===== src/rtl/ipsxb_qsgmii_lane_rst_pkg.sv =====
// Shared state encodings and default timing constants for the QSGMII lane reset sequencer.
package ipsxb_qsgmii_lane_rst_pkg;

    localparam logic [2:0] TxEncPllRst   = 3'd0;
    localparam logic [2:0] TxEncWaitLock = 3'd1;
    localparam logic [2:0] TxEncPmaRst   = 3'd2;
    localparam logic [2:0] TxEncPcsRst   = 3'd3;
    localparam logic [2:0] TxEncDone     = 3'd4;

    localparam logic [2:0] RxEncIdle      = 3'd0;
    localparam logic [2:0] RxEncPmaRst    = 3'd1;
    localparam logic [2:0] RxEncWaitCdr   = 3'd2;
    localparam logic [2:0] RxEncWaitAlign = 3'd3;
    localparam logic [2:0] RxEncDone      = 3'd4;

    typedef enum logic [2:0] {
        TxPllRst   = TxEncPllRst,
        TxWaitLock = TxEncWaitLock,
        TxPmaRst   = TxEncPmaRst,
        TxPcsRst   = TxEncPcsRst,
        TxDone     = TxEncDone
    } tx_state_e;

    typedef enum logic [2:0] {
        RxIdle      = RxEncIdle,
        RxPmaRst    = RxEncPmaRst,
        RxWaitCdr   = RxEncWaitCdr,
        RxWaitAlign = RxEncWaitAlign,
        RxDone      = RxEncDone
    } rx_state_e;

    localparam int unsigned DefPllRstCycles    = 64;
    localparam int unsigned DefPmaRstCycles    = 32;
    localparam int unsigned DefLockTimeout     = 65535;
    localparam int unsigned DefCdrStableCycles = 256;
    localparam int unsigned DefAlignTimeout    = 65535;
    localparam int unsigned DefCntW            = 16;

endpackage


===== src/rtl/ipsxb_qsgmii_sync2_v1_0.sv =====
// Two-flop synchronizer for a single asynchronous status bit; resets to 0.
module ipsxb_qsgmii_sync2_v1_0 (
    input  logic clk,
    input  logic rst_n,
    input  logic d,
    output logic q
);

    logic meta_q;
    logic sync_q;

    always_ff @(posedge clk or negedge rst_n) begin
        if (!rst_n) begin
            meta_q <= 1'b0;
            sync_q <= 1'b0;
        end else begin
            meta_q <= d;
            sync_q <= meta_q;
        end
    end

    assign q = sync_q;

endmodule


===== src/rtl/ipsxb_qsgmii_hsst_lane_rst_seq_v1_0.sv =====
// Per-lane HSST bring-up: sequences PLL, TX and RX resets and reports tx/rx lane done,
// re-sequencing on PLL lock loss, signal loss, CDR unlock or alignment timeout.
module ipsxb_qsgmii_hsst_lane_rst_seq_v1_0
    import ipsxb_qsgmii_lane_rst_pkg::*;
#(
    parameter int unsigned PLL_RST_CYCLES    = DefPllRstCycles,
    parameter int unsigned PMA_RST_CYCLES    = DefPmaRstCycles,
    parameter int unsigned LOCK_TIMEOUT      = DefLockTimeout,
    parameter int unsigned CDR_STABLE_CYCLES = DefCdrStableCycles,
    parameter int unsigned ALIGN_TIMEOUT     = DefAlignTimeout,
    parameter int unsigned CNT_W             = DefCntW
) (
    input  logic       clk,
    input  logic       rst_n,
    input  logic       pll_lock,
    input  logic       rx_sigdet,
    input  logic       rx_cdr_lock,
    input  logic       rx_align_done,
    output logic       pll_rst,
    output logic       tx_pma_rst,
    output logic       tx_pcs_rst,
    output logic       rx_pma_rst,
    output logic       rx_pcs_rst,
    output logic       tx_lane_done,
    output logic       rx_lane_done,
    output logic [2:0] o_tx_state,
    output logic [2:0] o_rx_state
);

    // Each timed state is left on the edge where its counter holds duration-1.
    localparam logic [CNT_W-1:0] PllLast   = CNT_W'(PLL_RST_CYCLES - 1);
    localparam logic [CNT_W-1:0] PmaLast   = CNT_W'(PMA_RST_CYCLES - 1);
    localparam logic [CNT_W-1:0] LockLast  = CNT_W'(LOCK_TIMEOUT - 1);
    localparam logic [CNT_W-1:0] CdrLast   = CNT_W'(CDR_STABLE_CYCLES - 1);
    localparam logic [CNT_W-1:0] AlignLast = CNT_W'(ALIGN_TIMEOUT - 1);
    localparam logic [CNT_W-1:0] CntMax    = '1;
    localparam logic [CNT_W-1:0] CntOne    = CNT_W'(1);

    logic pll_lock_s, sigdet_s, cdr_lock_s, align_done_s;

    ipsxb_qsgmii_sync2_v1_0 u_sync_pll_lock (
        .clk   (clk),
        .rst_n (rst_n),
        .d     (pll_lock),
        .q     (pll_lock_s)
    );

    ipsxb_qsgmii_sync2_v1_0 u_sync_sigdet (
        .clk   (clk),
        .rst_n (rst_n),
        .d     (rx_sigdet),
        .q     (sigdet_s)
    );

    ipsxb_qsgmii_sync2_v1_0 u_sync_cdr_lock (
        .clk   (clk),
        .rst_n (rst_n),
        .d     (rx_cdr_lock),
        .q     (cdr_lock_s)
    );

    ipsxb_qsgmii_sync2_v1_0 u_sync_align_done (
        .clk   (clk),
        .rst_n (rst_n),
        .d     (rx_align_done),
        .q     (align_done_s)
    );

    tx_state_e        tx_state_q, tx_state_d;
    rx_state_e        rx_state_q, rx_state_d;
    logic [CNT_W-1:0] tx_cnt_q, tx_cnt_d;
    logic [CNT_W-1:0] rx_cnt_q, rx_cnt_d;
    logic             tx_done_d;

    logic pll_rst_q, tx_pma_rst_q, tx_pcs_rst_q, rx_pma_rst_q, rx_pcs_rst_q;
    logic tx_lane_done_q, rx_lane_done_q;

    always_comb begin
        tx_state_d = tx_state_q;
        tx_cnt_d   = (tx_cnt_q == CntMax) ? tx_cnt_q : tx_cnt_q + CntOne;
        unique case (tx_state_q)
            TxPllRst: begin
                if (tx_cnt_q >= PllLast) tx_state_d = TxWaitLock;
            end
            TxWaitLock: begin
                if (pll_lock_s)                tx_state_d = TxPmaRst;
                else if (tx_cnt_q >= LockLast) tx_state_d = TxPllRst;
            end
            TxPmaRst: begin
                if (!pll_lock_s)              tx_state_d = TxPllRst;
                else if (tx_cnt_q >= PmaLast) tx_state_d = TxPcsRst;
            end
            TxPcsRst: begin
                tx_state_d = pll_lock_s ? TxDone : TxPllRst;
            end
            TxDone: begin
                if (!pll_lock_s) tx_state_d = TxPllRst;
            end
            default: tx_state_d = TxPllRst;
        endcase
        if (tx_state_d != tx_state_q) tx_cnt_d = '0;
    end

    // RX follows the TX next state so a TX drop pulls RX down on the same edge.
    assign tx_done_d = (tx_state_d == TxDone);

    always_comb begin
        rx_state_d = rx_state_q;
        rx_cnt_d   = (rx_cnt_q == CntMax) ? rx_cnt_q : rx_cnt_q + CntOne;
        if (!tx_done_d) begin
            rx_state_d = RxIdle;
        end else if (rx_state_q != RxIdle && !sigdet_s) begin
            rx_state_d = RxIdle;
        end else if ((rx_state_q == RxWaitAlign || rx_state_q == RxDone) && !cdr_lock_s) begin
            rx_state_d = RxPmaRst;
        end else begin
            unique case (rx_state_q)
                RxIdle: begin
                    if (tx_lane_done_q && sigdet_s) rx_state_d = RxPmaRst;
                end
                RxPmaRst: begin
                    if (rx_cnt_q >= PmaLast) rx_state_d = RxWaitCdr;
                end
                RxWaitCdr: begin
                    if (!cdr_lock_s)              rx_cnt_d   = '0;
                    else if (rx_cnt_q >= CdrLast) rx_state_d = RxWaitAlign;
                end
                RxWaitAlign: begin
                    if (align_done_s)               rx_state_d = RxDone;
                    else if (rx_cnt_q >= AlignLast) rx_state_d = RxPmaRst;
                end
                RxDone: ;
                default: rx_state_d = RxIdle;
            endcase
        end
        if (rx_state_d != rx_state_q) rx_cnt_d = '0;
    end

    always_ff @(posedge clk or negedge rst_n) begin
        if (!rst_n) begin
            tx_state_q     <= TxPllRst;
            rx_state_q     <= RxIdle;
            tx_cnt_q       <= '0;
            rx_cnt_q       <= '0;
            pll_rst_q      <= 1'b1;
            tx_pma_rst_q   <= 1'b1;
            tx_pcs_rst_q   <= 1'b1;
            rx_pma_rst_q   <= 1'b1;
            rx_pcs_rst_q   <= 1'b1;
            tx_lane_done_q <= 1'b0;
            rx_lane_done_q <= 1'b0;
        end else begin
            tx_state_q     <= tx_state_d;
            rx_state_q     <= rx_state_d;
            tx_cnt_q       <= tx_cnt_d;
            rx_cnt_q       <= rx_cnt_d;
            pll_rst_q      <= (tx_state_d == TxPllRst);
            tx_pma_rst_q   <= (tx_state_d inside {TxPllRst, TxWaitLock, TxPmaRst});
            tx_pcs_rst_q   <= (tx_state_d != TxDone);
            rx_pma_rst_q   <= (rx_state_d inside {RxIdle, RxPmaRst});
            rx_pcs_rst_q   <= (rx_state_d inside {RxIdle, RxPmaRst, RxWaitCdr});
            tx_lane_done_q <= tx_done_d;
            rx_lane_done_q <= (rx_state_d == RxDone);
        end
    end

    assign pll_rst      = pll_rst_q;
    assign tx_pma_rst   = tx_pma_rst_q;
    assign tx_pcs_rst   = tx_pcs_rst_q;
    assign rx_pma_rst   = rx_pma_rst_q;
    assign rx_pcs_rst   = rx_pcs_rst_q;
    assign tx_lane_done = tx_lane_done_q;
    assign rx_lane_done = rx_lane_done_q;
    assign o_tx_state   = tx_state_q;
    assign o_rx_state   = rx_state_q;

endmodule


===== config.mk =====
export PLATFORM = sky130hd
export DESIGN_NAME = ipsxb_qsgmii_hsst_lane_rst_seq_v1_0
export DESIGN_NICKNAME = d
export VERILOG_FILES = /design/src/rtl/ipsxb_qsgmii_lane_rst_pkg.sv /design/src/rtl/ipsxb_qsgmii_sync2_v1_0.sv /design/src/rtl/ipsxb_qsgmii_hsst_lane_rst_seq_v1_0.sv
export SDC_FILE = /design/constraint.sdc
export NUM_CORES = 1
export LEC_CHECK = 0
export ABC_AREA = 1
export CAP_MARGIN = 20
export CELL_PAD_IN_SITES_DETAIL_PLACEMENT = 0
export CELL_PAD_IN_SITES_GLOBAL_PLACEMENT = 2
export CORE_ASPECT_RATIO = 0.75
export CORE_MARGIN = 2
export CORE_UTILIZATION = 38
export CTS_CLUSTER_SIZE = 28
export DETAILED_ROUTE_END_ITERATION = 8
export GPL_ROUTABILITY_DRIVEN = 0
export HOLD_SLACK_MARGIN = 0.15
export PLACE_DENSITY = 0.83
export SYNTH_ARGS = -nofsm -noshare
export SYNTH_HDL_FRONTEND = slang
export SYNTH_HIERARCHICAL = 1
export SYNTH_SLANG_ARGS = --single-unit

===== constraint.sdc =====
create_clock -name clk -period 4.3 [get_ports clk]
set_input_delay 0.43 -clock clk [delete_from_list [all_inputs] [get_ports clk]]
set_output_delay 0.43 -clock clk [all_outputs]
set_load 0.01 [all_outputs]

; ---- Yosys cells after proc, flatten, opt, wreduce, memory -nomap -nowiden
; Index checks and enable logic that the tools add are counted.
[word_totals]
reg_bits = 53
latchBits = 0
mem_bits_rw = 0
rom_bits = 0
inputBits = 6
elab_cells = 88
n_memories = 0
[classes]
n_addsub = 2
n_mul = 0
div_mod_pow = 0
n_lt_le_gt_ge = 6
n_eq_ne = 20
n_shift = 0
muxes = 27
bitwise = 0
reduce_logical = 14
[ops]
columns = operator, count
row1 = $mux 16, 9
row2 = $mux 3, 16
row3 = $add 16x1->16 const B, 2
row4 = $eq 16x16->1 const B, 2
row5 = $ge 16x16->1 const B, 2
row6 = $ge 16x5->1 const B, 2
row7 = $pmux 3 s5, 2
row8 = $eq 3x2->1 const B, 6
row9 = $ge 16x6->1 const B, 1
row10 = $ge 16x8->1 const B, 1
row11 = $eq 3x1->1 const B, 4
row12 = $eq 3x3->1 const B, 4
row13 = $logic_not 3->1, 4
row14 = $reduce_bool 3->1, 3
row15 = $ne 3x3->1, 2
row16 = $logic_and 1x1->1, 3
row17 = $ne 3x3->1 const B, 1
row18 = $logic_not 1->1, 2
row19 = $ne 2x1->1 const B, 1
row20 = $reduce_bool 2->1, 1
row21 = $logic_or 1x1->1, 1

; ---- Logic depth before layout (Yosys ltp)
; Gate-level depths: netlist of the first run.
[depth]
depth_word = 9
depth_mapped = 14
mapped_depth_nobuf = 13

; ---- Cells and area by module
; Netlist of the first run, hierarchy kept.
[modules_own_cells]
columns = mod, instances, cells_per_inst, area_per_inst_um2, seq_area_each_um2
row1 = ipsxb_qsgmii_hsst_lane_rst_seq_v1_0, 1, 353, 2680.1, 1132.3
row2 = ipsxb_qsgmii_sync2_v1_0, 4, 2, 50.0, 50.0

; ---- Least setup slack after synthesis of the first run
; Ideal clock, no wire load.
[synth_timing]
path_type = reg2reg
startpoint = register rx_cnt_q[0]
endpoint = register rx_cnt_q[11]
setup_time_ps = 130
t_arrival_ps = 1618
required_ps = 4170
path_slack_ps = 2552
stages_incl_launch_ff = 15
path_buffers = 1
synth_period_minus_slack_ps = 1748
cell_sequence = dfrtp_1 > ha_1 > nand3_1 > nor2_1 > nor2_1 > nand2_1 > nand2_1 > nand3_1 > nand3_1 > nand2_1 > nand2_1 > nor2_1 > nand2_2 > buf_6 > nor2_2
[synth_between]
elab_chain_len = 9
elab_cells_between_ends = 22
classes_between = 1 x add/sub / 3 x order compare / 2 x eq/ne / 16 x mux
[synth_lines]
columns = element, line_no
row1 = start: declaration, ipsxb_qsgmii_hsst_lane_rst_seq_v1_0.sv:72  ; logic [CNT_W-1:0] rx_cnt_q, rx_cnt_d;
row2 = start signal: assignment, ipsxb_qsgmii_hsst_lane_rst_seq_v1_0.sv:156  ; rx_cnt_q <= rx_cnt_d;
row3 = $ge 16x16->1 or $ge 16x8->1 (tied branches), "ipsxb_qsgmii_hsst_lane_rst_seq_v1_0.sv:130, ipsxb_qsgmii_hsst_lane_rst_seq_v1_0.sv:126"
row4 = $mux 3 (on tied branches), "ipsxb_qsgmii_hsst_lane_rst_seq_v1_0.sv:130, ipsxb_qsgmii_hsst_lane_rst_seq_v1_0.sv:126"
row5 = $mux 3 (on tied branches), "ipsxb_qsgmii_hsst_lane_rst_seq_v1_0.sv:129, ipsxb_qsgmii_hsst_lane_rst_seq_v1_0.sv:125"
row6 = $pmux 3 s5, ipsxb_qsgmii_hsst_lane_rst_seq_v1_0.sv:117  ; unique case (rx_state_q)
row7 = $mux 3, ipsxb_qsgmii_hsst_lane_rst_seq_v1_0.sv:114  ; end else if ((rx_state_q == RxWaitAlign || rx_state_q == RxDone) && !cdr_lock_s) begin
row8 = $mux 3, ipsxb_qsgmii_hsst_lane_rst_seq_v1_0.sv:112  ; end else if (rx_state_q != RxIdle && !sigdet_s) begin
row9 = $mux 3, ipsxb_qsgmii_hsst_lane_rst_seq_v1_0.sv:110  ; if (!tx_done_d) begin
row10 = $ne 3x3->1, ipsxb_qsgmii_hsst_lane_rst_seq_v1_0.sv:136  ; if (rx_state_d != rx_state_q) rx_cnt_d = '0;
row11 = $mux 16 (*), ipsxb_qsgmii_hsst_lane_rst_seq_v1_0.sv:136
row12 = via rx_cnt_d[11], ipsxb_qsgmii_hsst_lane_rst_seq_v1_0.sv:72
; Mark *: on every way through the listed nets, which the timed path passes. The rest lies on a longest branch.
; A chain may end at the register's enable or synchronous reset.

; ---- Final worst setup path of the first run
[layout_timing]
startpoint = register rx_cnt_q[0]
endpoint = register rx_cnt_q[4]
; Same word-level chain as after synthesis.

==> results of run 1 <==
## layout by cell type (no fill, tap or decap), types with 5 or more instances in the layout
master           netlist  layout
nand3_1               27      27
inv_1                 44      44
a21oi_1               11      11
o21ai_0                7       7
nor3_1                12      12
dfrtp_1               48      48
nor2_2                12      12
clkbuf_8               0       5
nor2_1                55      55
nand4_1               10      10
clkdlybuf4s50_1        0      17
dfstp_2                5       5
xor2_1                12      12
nand2_1               76      76
## routing by layer
layer  vias to the layer above  track usage (%)
li1                       1212                -
met1                      1127            28.11
met2                        52            21.90
met3                         7            3.592
met4                         0            4.459
met5                         -                0
## critical path, stage by stage (launching register included)
cell,delay [ns]
dfrtp_1,0.47
ha_1,0.22
nand3_1,0.11
nor2_1,0.16
nor2_1,0.08
nand2_1,0.06
nand2_1,0.04
nand3_1,0.11
nand3_1,0.15
nand2_1,0.09
nand2_1,0.05
nor2_1,0.11
nand2_2,0.28
nor2_1,0.19
## registers in the layout, summed over array words and instances, names as in the netlist, 3 cells and up
| signal | cells |
|---|---|
| o_rx_state | 3 |
| rx_cnt_q | 16 |
| tx_cnt_q | 16 |
| o_tx_state | 3 |
## final cells by class
| type | instances | area (sq um) | share of cell area (%) |
|---|---|---|---|
| multi-input combinational | 259 | 1348 | 41.06 |
| sequential | 53 | 1333 | 40.60 |
| timing repair buffer | 19 | 182.7 | 5.566 |
| inverter | 46 | 177.7 | 5.414 |
| tap | 101 | 126.4 | 3.851 |
| clock buffer | 5 | 68.82 | 2.097 |
| clock inverter | 3 | 46.29 | 1.411 |
## stage by stage
step | utilization (%) | cell area (sq um) | power (W) | hold slack, ns | setup slack, ns
6_report | 44.77 | 3282 | 0.0008690 | 0.2318 | 2.110
5_1_grt | 44.77 | 3282 | 0.0009057 | 0.2828 | 1.805
4_1_cts | 44.77 | 3282 | 0.0008874 | 0.2457 | 2.112
3_5_place_dp | 43.20 | 3167 | 0.0005302 | 0.3347 | 2.135
3_3_place_gp | 43.20 | 3167 | 0.0005301 | 0.3330 | 2.160
2_1_floorplan | - | 2880 | 0.0005146 | 0.1344 | 2.552
## cell families (layout without fill, tap and decap cells)
| group | count (synthesis) | in the layout | share of synthesized area (%) |
|---|---|---|---|
| simple gates | 202 | 202 | 31.49 |
| flops | 53 | 53 | 46.26 |
| buf+inv | 49 | 73 | 6.950 |
| compound gates | 37 | 37 | 8.688 |
| fa+ha+maj | 4 | 4 | 1.738 |
| xor+xnor | 16 | 16 | 4.865 |
## power by group
part	total [W]	switching (W)	internal [W]
Combinational	0.0000152	0.0000109	0.00000429
Sequential	0.000504	0.00000235	0.000502
Clock	0.000349	0.000175	0.000175
Total	0.000869	0.000188	0.000681
## path summary, 6_finish.rpt
| check | start | end |
|---|---|---|
| max in group asynchronous | rst_n | tx_cnt_q[15]$_DFFE_PN0P_ |
| worst min-delay path | rst_n | o_tx_state[1]$_DFF_PN0_ |
| min in group clk | u_sync_cdr_lock/meta_q$_DFF_PN0_ | u_sync_cdr_lock/q$_DFF_PN0_ |
| worst min register to register | u_sync_cdr_lock/meta_q$_DFF_PN0_ | u_sync_cdr_lock/q$_DFF_PN0_ |
| worst max register to register | rx_cnt_q[0]$_DFF_PN0_ | rx_cnt_q[4]$_DFF_PN0_ |
| worst max-delay path | rx_cnt_q[0]$_DFF_PN0_ | rx_cnt_q[4]$_DFF_PN0_ |
==> impl_metrics.ini, run 1 <==
[logic_synthesis]
synth_top_cell_area_share_pct = 41.70
yosysTopAreaCell = dfrtp_1
synth_edf_count = 0
async_flop_share_pct = 100.0
yosysSeqAreaShare_pct = 46.26
synthTopCellsByArea = dfrtp_1 (42%), nand2_1 (9.9%), nor2_1 (7.2%)
synth.most_common_cell = nand2_1
syn_inst = 361
avgSynthCellArea_sq_um = 7.979
ys_seq_elements = 53
ys_top_cells_by_count = nand2_1 (76), nor2_1 (55), dfrtp_1 (48)
synth_ff_type = dfrtp_1
synth_cell_types = 37
netlist_area_sq_um = 2880
yosys_warnings = 6
synth_nets = 371

[sta]
finalSetupTns_ns = 0
finalSetupViolations = 0
max-slew-margin-rel_pct = 52.95
layout_min_cycle_time_ns = 2.190
clock_skew_ns = 0.007734
hold_viol_final = 0
finalMaxSlewViolations = 0
tightest_slew_ns = 0.7037
rsz0062_at_grt = no
fin_crit_sh_pct = 50.92
max_clock_freq_mhz = 456.7

[setup_path]
cp.arrival_ns = 2.42
required_ns = 4.53
r2r_slack_ns = 2.11
cp-end-kind = register
rr_worst_depth = 13
cp_max_fo = 16
cp-start-kind = register
worstSetupPathType = reg -> reg

[floorplanning]
ioPinCount = 19
start_util_pct = 39.29
fp-row-count = 27
core_sq_um = 7331
die_y_um = 79.40
die-width_um = 104.5
dieArea_sq_um = 8299

[power_and_ir_drop]
leakage_nw = 1.513
powerDensity_nw_per_um2 = 264.8
ir_worst_vdd_mv = 0.1460

[cells_and_area]
areaGrowthSynthToFinish_pct = 13.94
fin_cells = 486
nNetsFinal = 394
final_layout_size_suffix_gt1_share_pct = 10.91
insertedDiodeCount = 0
nFillCells = 756

[job]
cap_violations = 0

[global_route]
grt_pass1_wl_um = 11230
track_usage_pct = 17.12
grt_pass1_vias = 2218
overflow = 0
antenna_found_initial = 0
grt_max_degree = 54

[place]
buffer_ports.inserted = 18
post-dp-hpwl_um = 4782
dp_cells = 478

[detailed_routing]
drtIter0Drc = 169
vias = 2398
wl_met2_um = 2458
routedWlPerCell_um = 13.53
first_pass_iters = 4
met1_length_um = 3677
drc_errors = 0
viasPerCell = 4.934
top_layer = met4
wl_met3_um = 373
finalWirelength_um = 6577
antenna_left = 0

[clock_network]
clock_latency_ns = 0.31
root_buffer = clkbuf_8
cts_buffers = 5
clkTransAtPathRegs_ns = 0.10
post_cts.repair.setup_buffers = 0
holdBufCountCts = 0
cts-resized-gates = 0
cts-htree-levels = 2
clock_path_buffers = 2
cts_tree = yes
numClockSinks = 53

[status]
status = completed

[hold_path]
hp-class = in -> async
No activity file was read; power rests on OpenSTA's default activity.
==> run 2: changes to the inputs <==
CORE_UTILIZATION = 32   (was 38)
PLACE_DENSITY = 0.75   (was 0.83)
clock period = 1.8 ns   (was 4.3 ns; I/O delays follow)
==> run 2 against run 1 <==
  * The run now ends with negative setup slack left
  * Sequential share of layout area decreased by 9.0 points
  * Clock power rose to 3.2 times the previous value
  * Global-route usage fell by 1.2 points
  * Final area rose by 30%
  * Final cell count is 13% higher
  * Wire length grew 17%
  * First-iteration DRC count fell by 35%
  * Count of clock-buffer cells in the layout increased by 1
  * Worst setup slack lost 2.2 ns
  * Register-to-register slack got worse by 2.2 ns
==> impl_metrics.ini, run 2 (synthesis results as in run 1) <==
[sta]
max-slew-margin-rel_pct = 73.77
max_clock_freq_mhz = 536.3
tightest_slew_ns = 0.3883
setup_slack_ns = -0.06455
hold_viol_final = 0
clock_skew_ns = 0.004625
finalMaxSlewViolations = 0
layout_min_cycle_time_ns = 1.865
rsz0062_at_grt = yes
fin_crit_sh_pct = 103.6
finalSetupViolations = 16

[setup_path]
critPathMaxStageDelay_ns = 0.46
cp-end-kind = register
rr_startpoint = rx_cnt_q[1]$_DFF_PN0_
cp_cell_sequence = ha_4 -> nand3_4 -> nor2_4 -> nor2_2 -> nand3_1 -> nand4_1 -> nand3_2 -> nand2_1 -> nand2_1 -> nand2_2 -> clkbuf_16 -> nor2_4
critPathLaunch = rx_cnt_q[1]$_DFF_PN0_
r2r_slack_ns = -0.06
worstSetupPathType = reg -> reg
crit_path_end = rx_cnt_q[5]$_DFF_PN0_
cp.arrival_ns = 2.04
cp_max_fo = 8
timing.rr.end = rx_cnt_q[5]$_DFF_PN0_
rr_worst_depth = 12
cp-start-kind = register
required_ns = 1.98
cp_slowest_cell = dfrtp_2

[status]
status = finished with violations
violations = negative setup slack

[detailed_routing]
first_pass_iters = 4
vias = 2621
wl_met3_um = 252
met1_length_um = 4266
finalWirelength_um = 7715
antenna_left = 0
drc_errors = 0
routedWlPerCell_um = 14.00
top_layer = met4
wl_met2_um = 3153
viasPerCell = 4.757
drtIter0Drc = 110

[global_route]
grt_pass1_vias = 2518
antenna_found_initial = 0
track_usage_pct = 15.97
overflow = 0
grt_max_degree = 54
grt_pass1_wl_um = 12330

[clock_network]
cts-htree-levels = 2
cts_buffers = 5
clock_latency_ns = 0.29
cts_tree = yes
clock_path_buffers = 2
numClockSinks = 53
root_buffer = clkbuf_16
clkTransAtPathRegs_ns = 0.07

[cells_and_area]
nNetsFinal = 452
nFillCells = 822
reg.largest.list = rx_cnt_q x16, tx_cnt_q x16
final_layout_size_suffix_gt1_share_pct = 39.73
insertedDiodeCount = 0
areaGrowthSynthToFinish_pct = 47.57
fin_area_sq_um = 4250
layout_common_cells = nand2_1 (66), buf_4 (50), dfrtp_1 (41)
layout_commonest_cell = nand2_1
finish.utilization_pct = 49.43

[power_and_ir_drop]
leakage_nw = 1.909
ir_worst_vdd_mv = 0.3489
powerDensity_nw_per_um2 = 553.4

[floorplanning]
die-width_um = 113.6
start_util_pct = 33.49
fp-row-count = 29
die_y_um = 86.16
core_sq_um = 8600
ioPinCount = 19
dieArea_sq_um = 9783

[place]
buffer_ports.inserted = 18
post-dp-hpwl_um = 5230
placed_area_sq_um = 3571

[job]
cap_violations = 0

[hold_path]
hp-class = in -> reg
hp-start = pll_lock
[run 2: changes by cell type in the layout (fill, tap and decap cells not counted), moves of 8 or more]
cell / delta
nor2_1: -24
inv_1: -10
nor2_4: +16
nor2_2: +8
inv_2: +9
nand2_1: -10
buf_4: +49
[run 2: worst min path at each step]
| stage | slack (ns) | cells after the start | to |
|---|---|---|---|
| 2_1_floorplan | -0.12 | 0 | o_rx_state[0]$_DFF_PN0_ |
| 3_5_place_dp | 0.20 | 2 | tx_cnt_q[1]$_DFFE_PN0P_ |
| 6_report | 0.32 | 1 | u_sync_pll_lock/meta_q$_DFF_PN0_ |
| 5_1_grt | 0.31 | 1 | u_sync_pll_lock/meta_q$_DFF_PN0_ |
| 4_1_cts | 0.32 | 1 | u_sync_sigdet/meta_q$_DFF_PN0_ |
| 3_3_place_gp | 0.20 | 2 | tx_cnt_q[2]$_DFFE_PN0P_ |
[run 2: final cells by class]
class	count	area, sq um	share of cell area [%]
Timing Repair Buffer	77	713.2	16.78
Multi-Input combinational cell	259	1717	40.39
Clock buffer	6	128.9	3.032
Sequential cell	53	1341	31.56
Tap cell	108	135.1	3.179
Clock inverter	2	35.03	0.8243
Inverter	46	180.2	4.239
[run 2: power breakdown]
group | switching (W) | internal, W | total, W
sequential | 0.00000538 | 0.00120 | 0.00120
clock | 0.000450 | 0.000656 | 0.00111
combinational | 0.0000270 | 0.0000148 | 0.0000419
total | 0.000482 | 0.00187 | 0.00235
[run 2: repair_timing]
| item | 4_1_cts | 5_1_grt |
|---|---|---|
| pin swaps | 2 | 23 |
| cloned | 0 | 2 |
| resized for setup | 8 | 103 |
| hold endpoints to repair | 48 | 0 |
| buffers inserted | 3 | 6 |
| hold buffers | 1 | 0 |
| endpoints found under the setup margin | 24 | 35 |
[run 2: critical path, delay by kind of cell (launching register included)]
kind	cells	cell delay, ns
buffers and inverters	1	0.21
adder cells (fa/ha/maj)	1	0.19
AND/OR/NAND/NOR	10	0.89
flip-flops	1	0.46
[run 2: stage by stage]
| step | setup WS (ns) | std cells | TNS, ns | hold slack (ns) | total power [W] |
|---|---|---|---|---|---|
| floorplan | 0.05178 | 361 | 0 | -0.1156 | 0.001229 |
| global placement | 0.01136 | 531 | 0 | 0.2019 | 0.001270 |
| detailed placement | -0.03671 | 531 | -0.3283 | 0.2034 | 0.001271 |
| CTS | 0.004717 | 543 | 0 | 0.3192 | 0.002384 |
| global route | -0.1890 | 551 | -2.972 | 0.3136 | 0.002440 |
| finish | -0.06455 | 551 | -0.5420 | 0.3217 | 0.002352 |
[run 2: routing by layer]
metal  GRT usage [%]  vias to the layer above
met3           3.039                        4
li1                -                     1339
met1           25.82                     1240
met5               0                        -
met4           3.659                        0
met2           21.56                       38
==> run 3: changes to the inputs <==
TNS_END_PERCENT = 5   (was unset)
==> run 3 against run 2 <==
  * The flow now finishes without violations
  * Maximum frequency rose by 5.8%
  * Highest routed layer unchanged
  * Critical path depth is the same
  * Core utilization shrank 4.0 points
  * Wire length shrank 5.7%
  * Final area down 8.2%
==> impl_metrics.ini, run 3 (synthesis results as in run 1) <==
[power_and_ir_drop]
p_sw_share_pct = 20.21
p_comb_share_pct = 1.8
p_sw_w = 0.0004738
pwr-share-clk_pct = 46.8
p_seq_share_pct = 51.4
ir_worst_vdd_mv = 0.3467
leakage_nw = 1.848
p_int_w = 0.001870
powerDensity_nw_per_um2 = 600.6
power.total_w = 0.002344

[setup_path]
worstSetupPathType = reg -> reg
cp.arrival_ns = 1.98
cp_slowest_cell = dfrtp_1
cp-start-kind = register
critPathMaxStageDelay_ns = 0.40
critPathLaunch = rx_cnt_q[1]$_DFF_PN0_
cp-end-kind = register
cp_max_fo = 16
rr_worst_depth = 12
r2r_slack_ns = 0.04
cpLargestDelayFamily = simple AND/OR/NAND/NOR gates
cp_cell_sequence = ha_2 -> nand3_2 -> nor2_2 -> nor2_2 -> nand3_1 -> nand4_1 -> nand3_2 -> nand2_1 -> nand2_1 -> nand2_2 -> buf_12 -> nor2_1
rr_startpoint = rx_cnt_q[1]$_DFF_PN0_
crit_buf_inv = 1
timing.rr.end = rx_cnt_q[2]$_DFF_PN0_
required_ns = 2.02

[cells_and_area]
multiInputGateArea_sq_um = 1475
insertedDiodeCount = 0
areaGrowthSynthToFinish_pct = 35.49
layout_common_cells = nand2_1 (74), dfrtp_1 (48), buf_4 (47)
regArea_sq_um = 1333
fin_area_sq_um = 3902
layout_commonest_cell = nand2_1
nFillCells = 852
reg.largest.list = rx_cnt_q x16, tx_cnt_q x16
finish.utilization_pct = 45.38
nNetsFinal = 445
final_layout_size_suffix_gt1_share_pct = 28.67

[status]
status = completed

[hold_path]
hp-class = in -> reg
whs_path_depth = 1
hp-start = pll_lock
holdPathEnd = u_sync_pll_lock/meta_q$_DFF_PN0_

[clock_network]
root_buffer = clkbuf_16
clock_path_buffers = 2
cts_tree = yes
cts_buffers = 5
clkTransAtPathRegs_ns = 0.07
numClockSinks = 53
cts-htree-levels = 2
clock_latency_ns = 0.29

[global_route]
grt_max_degree = 54
track_usage_pct = 16.03
grt_pass1_vias = 2525
antenna_found_initial = 0
overflow = 0
grt_pass1_wl_um = 12360

[sta]
max_clock_freq_mhz = 567.4
hold_viol_final = 0
finalSetupTns_ns = 0
fin_crit_sh_pct = 97.92
finalSetupViolations = 0
rsz0062_at_grt = yes
tightest_slew_ns = 0.4053
max-slew-margin-rel_pct = 72.63
finalMaxSlewViolations = 0
clock_skew_ns = 0.004165
layout_min_cycle_time_ns = 1.763

[floorplanning]
dieArea_sq_um = 9783
ioPinCount = 19
fp-row-count = 29
die_y_um = 86.16
start_util_pct = 33.49
core_sq_um = 8600
die-width_um = 113.6

[detailed_routing]
first_pass_iters = 4
finalWirelength_um = 7273
vias = 2525
drtIter0Drc = 104
drc_errors = 0
antenna_left = 0
routedWlPerCell_um = 13.37
viasPerCell = 4.642

[job]
cap_violations = 0

[place]
buffer_ports.inserted = 18
placed_area_sq_um = 3571
post-dp-hpwl_um = 5230
==> run 3: cell types whose count changed in the layout (fill, tap and decap cells not counted), sizes merged <==
cell	change
buf	-5
clkbuf	-2
==> run 3: layout make-up <==
type | count | area share [%]
multi-input cells | 259 | 37.80
flip-flops and latches | 53 | 34.15
well taps | 108 | 3.463
clock inverters | 2 | 0.8977
inverters | 46 | 4.553
repair buffers | 70 | 15.84
clock buffers | 6 | 3.302
==> run 3: metal layers <==
| metal | up-vias | GRT usage [%] | share of wire [%] |
|---|---|---|---|
| li1 | 1320 | - | - |
| met1 | 1166 | 25.78 | 57 |
| met2 | 35 | 21.83 | 40 |
| met3 | 4 | 3.039 | 2.9 |
| met4 | 0 | 3.659 | 0.58 |
| met5 | - | 0 | 0 |
==> run 3: power groups by stage <==
stage | clock (W) | sequential (W) | combinational, W
6_report | 0.00110 | 0.00120 | 0.0000422
3_5_place_dp | 0 | 0.00123 | 0.0000430
2_1_floorplan | 0 | 0.00123 | 0.00000230
4_1_cts | 0.00113 | 0.00120 | 0.0000450
3_3_place_gp | 0 | 0.00123 | 0.0000425
5_1_grt | 0.00119 | 0.00121 | 0.0000488
==> run 3: how the worst max path moves through the flow <==
stage	end	slack, ns	cells after the start
floorplan	rx_cnt_q[11]$_DFF_PN0_	0.05	14
CTS	rx_cnt_q[15]$_DFF_PN0_	-0.02	12
global placement	tx_cnt_q[9]$_DFFE_PN0P_	0.01	11
detailed placement	rx_cnt_q[15]$_DFF_PN0_	-0.04	12
global route	rx_cnt_q[15]$_DFF_PN0_	-0.14	14
finish	rx_cnt_q[2]$_DFF_PN0_	0.04	12
==> run 3: repair_timing <==
item	4_1_cts	5_1_grt
hold buffers	1	0
pin swaps	2	7
gates resized for setup	5	34
setup endpoints to repair	24	35
setup buffers	2	2
hold endpoints to repair	48	0
gates cloned	0	0
==> run 3: worst register-to-register path, cell delays in order, from the launching register on <==
cell	delay, ns
dfrtp_1	0.40
ha_2	0.21
nand3_2	0.10
nor2_2	0.15
nor2_2	0.05
nand3_1	0.08
nand4_1	0.17
nand3_2	0.11
nand2_1	0.05
nand2_1	0.07
nand2_2	0.07
buf_12	0.16
nor2_1	0.09
==> run 3: stage by stage <==
step,hold slack [ns],setup WS (ns),instances
after floorplan,-0.1156,0.05178,361
after global placement,0.2019,0.01136,531
after detailed placement,0.2034,-0.03671,531
after CTS,0.3192,-0.02385,542
after global routing,0.3134,-0.1443,544
final,0.3231,0.03750,544
